$ cat config.mk
export PLATFORM = sky130hd
export DESIGN_NAME = dht11_uart_sender
export DESIGN_NICKNAME = d
export VERILOG_FILES = /design/src/rtl/dht11_uart_sender.sv
export SDC_FILE = /design/constraint.sdc
export NUM_CORES = 1
export LEC_CHECK = 0
export ABC_AREA = 0
export CAP_MARGIN = 20
export CORE_MARGIN = 5
export CORE_UTILIZATION = 55
export DETAILED_ROUTE_END_ITERATION = 10
export HOLD_SLACK_MARGIN = 0.05
export MAX_ROUTING_LAYER = met4
export PLACE_DENSITY_LB_ADDON = 0.12
export SYNTH_ARGS = -nofsm -noshare
export SYNTH_HDL_FRONTEND = slang
export SYNTH_SLANG_ARGS = --single-unit
$ cat constraint.sdc
create_clock -name clk -period 5 [get_ports clk]
set_clock_uncertainty 0.15 [all_clocks]
set_input_delay 1.5 -clock clk [delete_from_list [all_inputs] [get_ports clk]]
set_output_delay 1.5 -clock clk [all_outputs]
set_load 0.01 [all_outputs]
$ cat src/rtl/dht11_uart_sender.sv
// Formats each DHT11 {temperature, humidity} result as an ASCII line and sends it out as 8N1 UART.
// A zero result is the reader's checksum error code and becomes "ERR\r\n".
module dht11_uart_sender #(
   parameter int CLK_FREQ     = 100_000_000,
   parameter int BAUD         = 115200,
   parameter int CLKS_PER_BIT = CLK_FREQ / BAUD
) (
   input  logic        clk,
   input  logic        rst,
   input  logic        sample_valid,
   input  logic [15:0] sample_data,
   output logic        tx,
   output logic        busy,
   output logic        sample_drop
);

   localparam int CNT_W = (CLKS_PER_BIT > 1) ? $clog2(CLKS_PER_BIT) : 1;
   localparam logic [CNT_W-1:0] BAUD_LAST = CNT_W'(CLKS_PER_BIT - 1);
   localparam logic [3:0] BYTE_LAST_NORMAL = 4'd12;
   localparam logic [3:0] BYTE_LAST_ERROR  = 4'd4;

   typedef enum logic [1:0] {
      IDLE,
      START,
      DATA,
      STOP
   } state_t;

   state_t           state_q, state_d;
   logic [CNT_W-1:0] baud_q, baud_d;
   logic [2:0]       bit_q, bit_d;
   logic [3:0]       byte_q, byte_d;
   logic [1:0][11:0] dig_q, dig_d;
   logic [1:0][11:0] dig_now;
   logic             err_q, err_d;
   logic             tx_q, tx_d;
   logic             busy_q, busy_d;
   logic             drop_q, drop_d;
   logic             baud_end;
   logic [3:0]       byte_last;
   logic [7:0]       cur_byte;

   // Field 0 is humidity, field 1 temperature; each packed as {hundreds, tens, ones}.
   genvar gi;
   generate
      for (gi = 0; gi < 2; gi++) begin : g_bcd
         logic [7:0] val;
         assign val             = sample_data[8*gi +: 8];
         assign dig_now[gi][11:8] = 4'(val / 8'd100);
         assign dig_now[gi][7:4]  = 4'((val / 8'd10) % 8'd10);
         assign dig_now[gi][3:0]  = 4'(val % 8'd10);
      end
   endgenerate

   assign baud_end  = (baud_q == BAUD_LAST);
   assign byte_last = err_q ? BYTE_LAST_ERROR : BYTE_LAST_NORMAL;

   always_comb begin
      state_d = state_q;
      baud_d  = baud_q;
      bit_d   = bit_q;
      byte_d  = byte_q;
      dig_d   = dig_q;
      err_d   = err_q;
      drop_d  = sample_valid & busy_q;
      case (state_q)
         IDLE: begin
            if (sample_valid) begin
               state_d = START;
               baud_d  = '0;
               bit_d   = '0;
               byte_d  = '0;
               dig_d   = dig_now;
               err_d   = (sample_data == 16'h0000);
            end
         end
         START: begin
            if (baud_end) begin
               baud_d  = '0;
               bit_d   = '0;
               state_d = DATA;
            end else begin
               baud_d = baud_q + 1'b1;
            end
         end
         DATA: begin
            if (baud_end) begin
               baud_d = '0;
               if (bit_q == 3'd7) begin
                  state_d = STOP;
               end else begin
                  bit_d = bit_q + 3'd1;
               end
            end else begin
               baud_d = baud_q + 1'b1;
            end
         end
         STOP: begin
            if (baud_end) begin
               baud_d = '0;
               if (byte_q == byte_last) begin
                  state_d = IDLE;
               end else begin
                  byte_d  = byte_q + 4'd1;
                  state_d = START;
               end
            end else begin
               baud_d = baud_q + 1'b1;
            end
         end
         default: state_d = IDLE;
      endcase
      busy_d = (state_d != IDLE);
   end

   // Byte mux looks at the next index so tx can be registered without a cycle of lag.
   always_comb begin
      cur_byte = 8'h0A;
      case (byte_d)
         4'd0:  cur_byte = err_q ? 8'h45 : 8'h54;
         4'd1:  cur_byte = err_q ? 8'h52 : 8'h3D;
         4'd2:  cur_byte = err_q ? 8'h52 : {4'h3, dig_q[1][11:8]};
         4'd3:  cur_byte = err_q ? 8'h0D : {4'h3, dig_q[1][7:4]};
         4'd4:  cur_byte = err_q ? 8'h0A : {4'h3, dig_q[1][3:0]};
         4'd5:  cur_byte = 8'h20;
         4'd6:  cur_byte = 8'h48;
         4'd7:  cur_byte = 8'h3D;
         4'd8:  cur_byte = {4'h3, dig_q[0][11:8]};
         4'd9:  cur_byte = {4'h3, dig_q[0][7:4]};
         4'd10: cur_byte = {4'h3, dig_q[0][3:0]};
         4'd11: cur_byte = 8'h0D;
         default: cur_byte = 8'h0A;
      endcase
   end

   always_comb begin
      tx_d = 1'b1;
      case (state_d)
         START:   tx_d = 1'b0;
         DATA:    tx_d = cur_byte[bit_d];
         default: tx_d = 1'b1;
      endcase
   end

   always_ff @(posedge clk) begin
      if (rst) begin
         state_q <= IDLE;
         baud_q  <= '0;
         bit_q   <= '0;
         byte_q  <= '0;
         dig_q   <= '0;
         err_q   <= 1'b0;
         tx_q    <= 1'b1;
         busy_q  <= 1'b0;
         drop_q  <= 1'b0;
      end else begin
         state_q <= state_d;
         baud_q  <= baud_d;
         bit_q   <= bit_d;
         byte_q  <= byte_d;
         dig_q   <= dig_d;
         err_q   <= err_d;
         tx_q    <= tx_d;
         busy_q  <= busy_d;
         drop_q  <= drop_d;
      end
   end

   assign tx          = tx_q;
   assign busy        = busy_q;
   assign sample_drop = drop_q;

endmodule

==> results.yml <==
grt:
  grt-ovfl-total: 0
  gr-usage-met2: 0.410
  grt.total_usage: 0.236
  antenna_found_initial: 0
  globalRouteMet3Util: 0.0230
  busiest_layer: "met2"
  grt_pass1_vias: 4323
  grt_pass1_wl_um: 19100
  met1_usage: 0.286
  grt_max_degree: 21
sta:
  drv_slew: 0
  tightest_slew_ns: 0.759
  post-route-period-util: 0.975
  setup_viol: 0
  fmax_mhz: 205
  slew_headroom: 0.492
  setup_tns_ns: 0
  timing.final.crit_period_ns: 4.88
  holdWs_ns: 0.308
  hold_viol: 0
floorplanning:
  initial_utilization: 0.569
  die_area_um2: 9390
  ioPinCount: 22
  rows: 31
  die_x_um: 96.9
  die_y_um: 96.9
  core_area_um2: 7290
layout:
  area_delta_synth_final_pct: 20.4
  layout.cells.non_filler: 722
  final_layout_size_suffix_gt1_frac: 0.180
  n_antenna_cell: 0
  num-fill-cells: 665
  nets: 663
pwr:
  powerDensity_nw_per_um2: 291
  power.share.clock: 0.190
  combPwrFrac: 0.502
  seqPwrFrac: 0.308
  ir_drop_mv: 0.153
  switching_share: 0.398
  p_int_mw: 0.875
  p_switching_mw: 0.578
  total_power_mw: 1.45
  power.leakage_nw: 1.99
worst_setup_path:
  crit_path_frequent_cell: "buf_4"
  cp-end-kind: "flop"
  crit_chain: "clkdlybuf4s50_1, buf_4, ha_2, or2_4, buf_4, a211o_1, a21oi_2, a211o_1, buf_4, ha_1, a211oi_1, mux2i_1, o32ai_2, buf_4, or4_1, o211ai_1"
  critPathArrivalTime_ns: 4.95
  worst-path-buf-inv: 5
  cp-start-kind: "input port"
  slowest_delay_ns: 0.53
  crit_family: "buffers and inverters"
  crit_slowest_cell: "or4_1"
  critical_path_required_ns: 5.08
  worstSetupPathType: "in -> reg"
  critPathMaxFanout: 6
placement:
  dp_cells: 712
  gp_congestion: 0.961
  dp_hpwl_um: 8520
  io_buffer_count: 21
detailed_routing:
  vias_per_cell: 6.17
  drt_iter0_markers: 317
  dr.pass1.iters: 5
  finalWirelength_um: 11100
  drc: 0
  wl_per_cell_um: 15.4
  vias: 4457
  ant_nets: 0
clock_network:
  clk_transition_reported_paths_ns: 0.09
  cts_made_buffers: 5
  cts_tree: "done"
  insertion_delay_ns: 0.30
  clock-sinks: 43
  htree_levels: 2
  clockBufferDepth: 2
  cts-root-buf: "clkbuf_8"
synthesis:
  ys_ff_latch: 43
  synth_top_area_frac: 0.207
  synth_cells: 566
  synth.avg_cell_area_um2: 7.33
  synth-edff-count: 0
  async_flop_share: 0
  syn_area_um2: 4150
  dominantRegCellSynth: "dfxtp_1"
  synth.net_count: 607
  synth.top_cells.by_count: "65 x nor2_1, 43 x dfxtp_1, 42 x nand2_1"
  yosysMostFrequentCell: "nor2_1"
  seq_area_frac_synth: 0.207
  synth_area_leaders: "dfxtp_1 21%, ha_1 6.6%, nor2_1 5.9%"
  ys_types: 80
  ys_warn_count: 0
  synth.largest_area_cell: "dfxtp_1"
run_status:
  status: "finished clean"
job:
  drv_cap: 0
min_path:
  hold_class: "reg -> reg"
-- tightest hold or removal path, cell delays in order (launching register included) --
cell and delay, ns:
dfxtp_1 0.32, nand2_1 0.05, a21oi_1 0.05
-- sequential cells by signal (all words and copies together) (netlist names) --
signal	flops
dig_q	20
baud_q	10
byte_q	4
bit_q	3
state_q	2
busy	1
err_q	1
sample_drop	1
tx	1
-- layout make-up --
class	count	area, um2	share of cell area
tap	99	124	0.0248
clock buffer	5	68.8	0.0138
inverter	21	78.8	0.0158
timing repair buffer	87	708	0.142
clock inverter	3	43.8	0.00876
sequential	43	861	0.172
multi-input combinational	464	3120	0.623
-- per-layer routing --
| metal | up-vias | wire length (um) |
|---|---|---|
| met4 | 0 | 167 |
| met1 | 2102 | 5030 |
| met5 | - | 0 |
| li1 | 2218 | - |
| met3 | 18 | 414 |
| met2 | 119 | 5510 |
-- per-stage QoR --
step	cell area [um2]	utilization	worst slack, ns
floorplan	4150	-	0.0711
global placement	4790	0.656	-0.197
detailed placement	4790	0.656	-0.351
CTS	4900	0.673	0.0191
global route	5000	0.686	-0.0412
finish	5000	0.686	0.125
-- final timing paths --
check | startpoint | to | slack [ns] | cells after the start
setup / recovery | sample_data[11] | dig_q[18] | 0.12 | 16
hold / removal | dig_q[9] | dig_q[9] | 0.31 | 2
setup reg to reg | baud_q[0] | tx | 1.43 | 10
hold reg to reg | dig_q[9] | dig_q[9] | 0.31 | 2
-- what timing repair did --
action                                  in CTS  in global routing
endpoints found under the setup margin       1                  3
resized for setup                            2                 20
pin swaps                                    0                 10
hold buffers                                 0                  0
buffers inserted                             0                  2
-- kinds of logic (layout without fill, tap and decap cells) --
kind of cell / count (synthesis) / after routing / share of synthesized area
and+or+nand+nor: 236 / 236 / 0.298
AOI/OAI and AO/OA: 177 / 177 / 0.302
buffers and inverters: 59 / 116 / 0.0624
DFF: 43 / 43 / 0.207
adders and majority gates: 23 / 23 / 0.0687
xor gates and xnor gates: 22 / 22 / 0.0464
muxes: 6 / 6 / 0.0154
-- power groups by stage --
stage | Combinational, mW | Clock, mW | Sequential (mW)
global placement | 0.686 | 0 | 0.453
floorplan | 0.493 | 0 | 0.447
global route | 0.812 | 0.295 | 0.458
detailed placement | 0.707 | 0 | 0.455
CTS | 0.715 | 0.280 | 0.447
finish | 0.730 | 0.277 | 0.447
-- cell usage in the layout (no fill, tap or decap), types with 11 or more instances in the layout --
master           count
buf_4               66
nor2_1              64
dfxtp_1             43
nand2_1             42
o21ai_0             29
a21oi_1             27
nor3_1              20
clkdlybuf4s50_1     20
inv_1               19
ha_1                19
nand3_1             15
xnor2_1             13
a211oi_1            13
and3_1              12
a31oi_1             12
nand2b_1            11
nor4_1              11
Power figures use the tool's default switching activity.
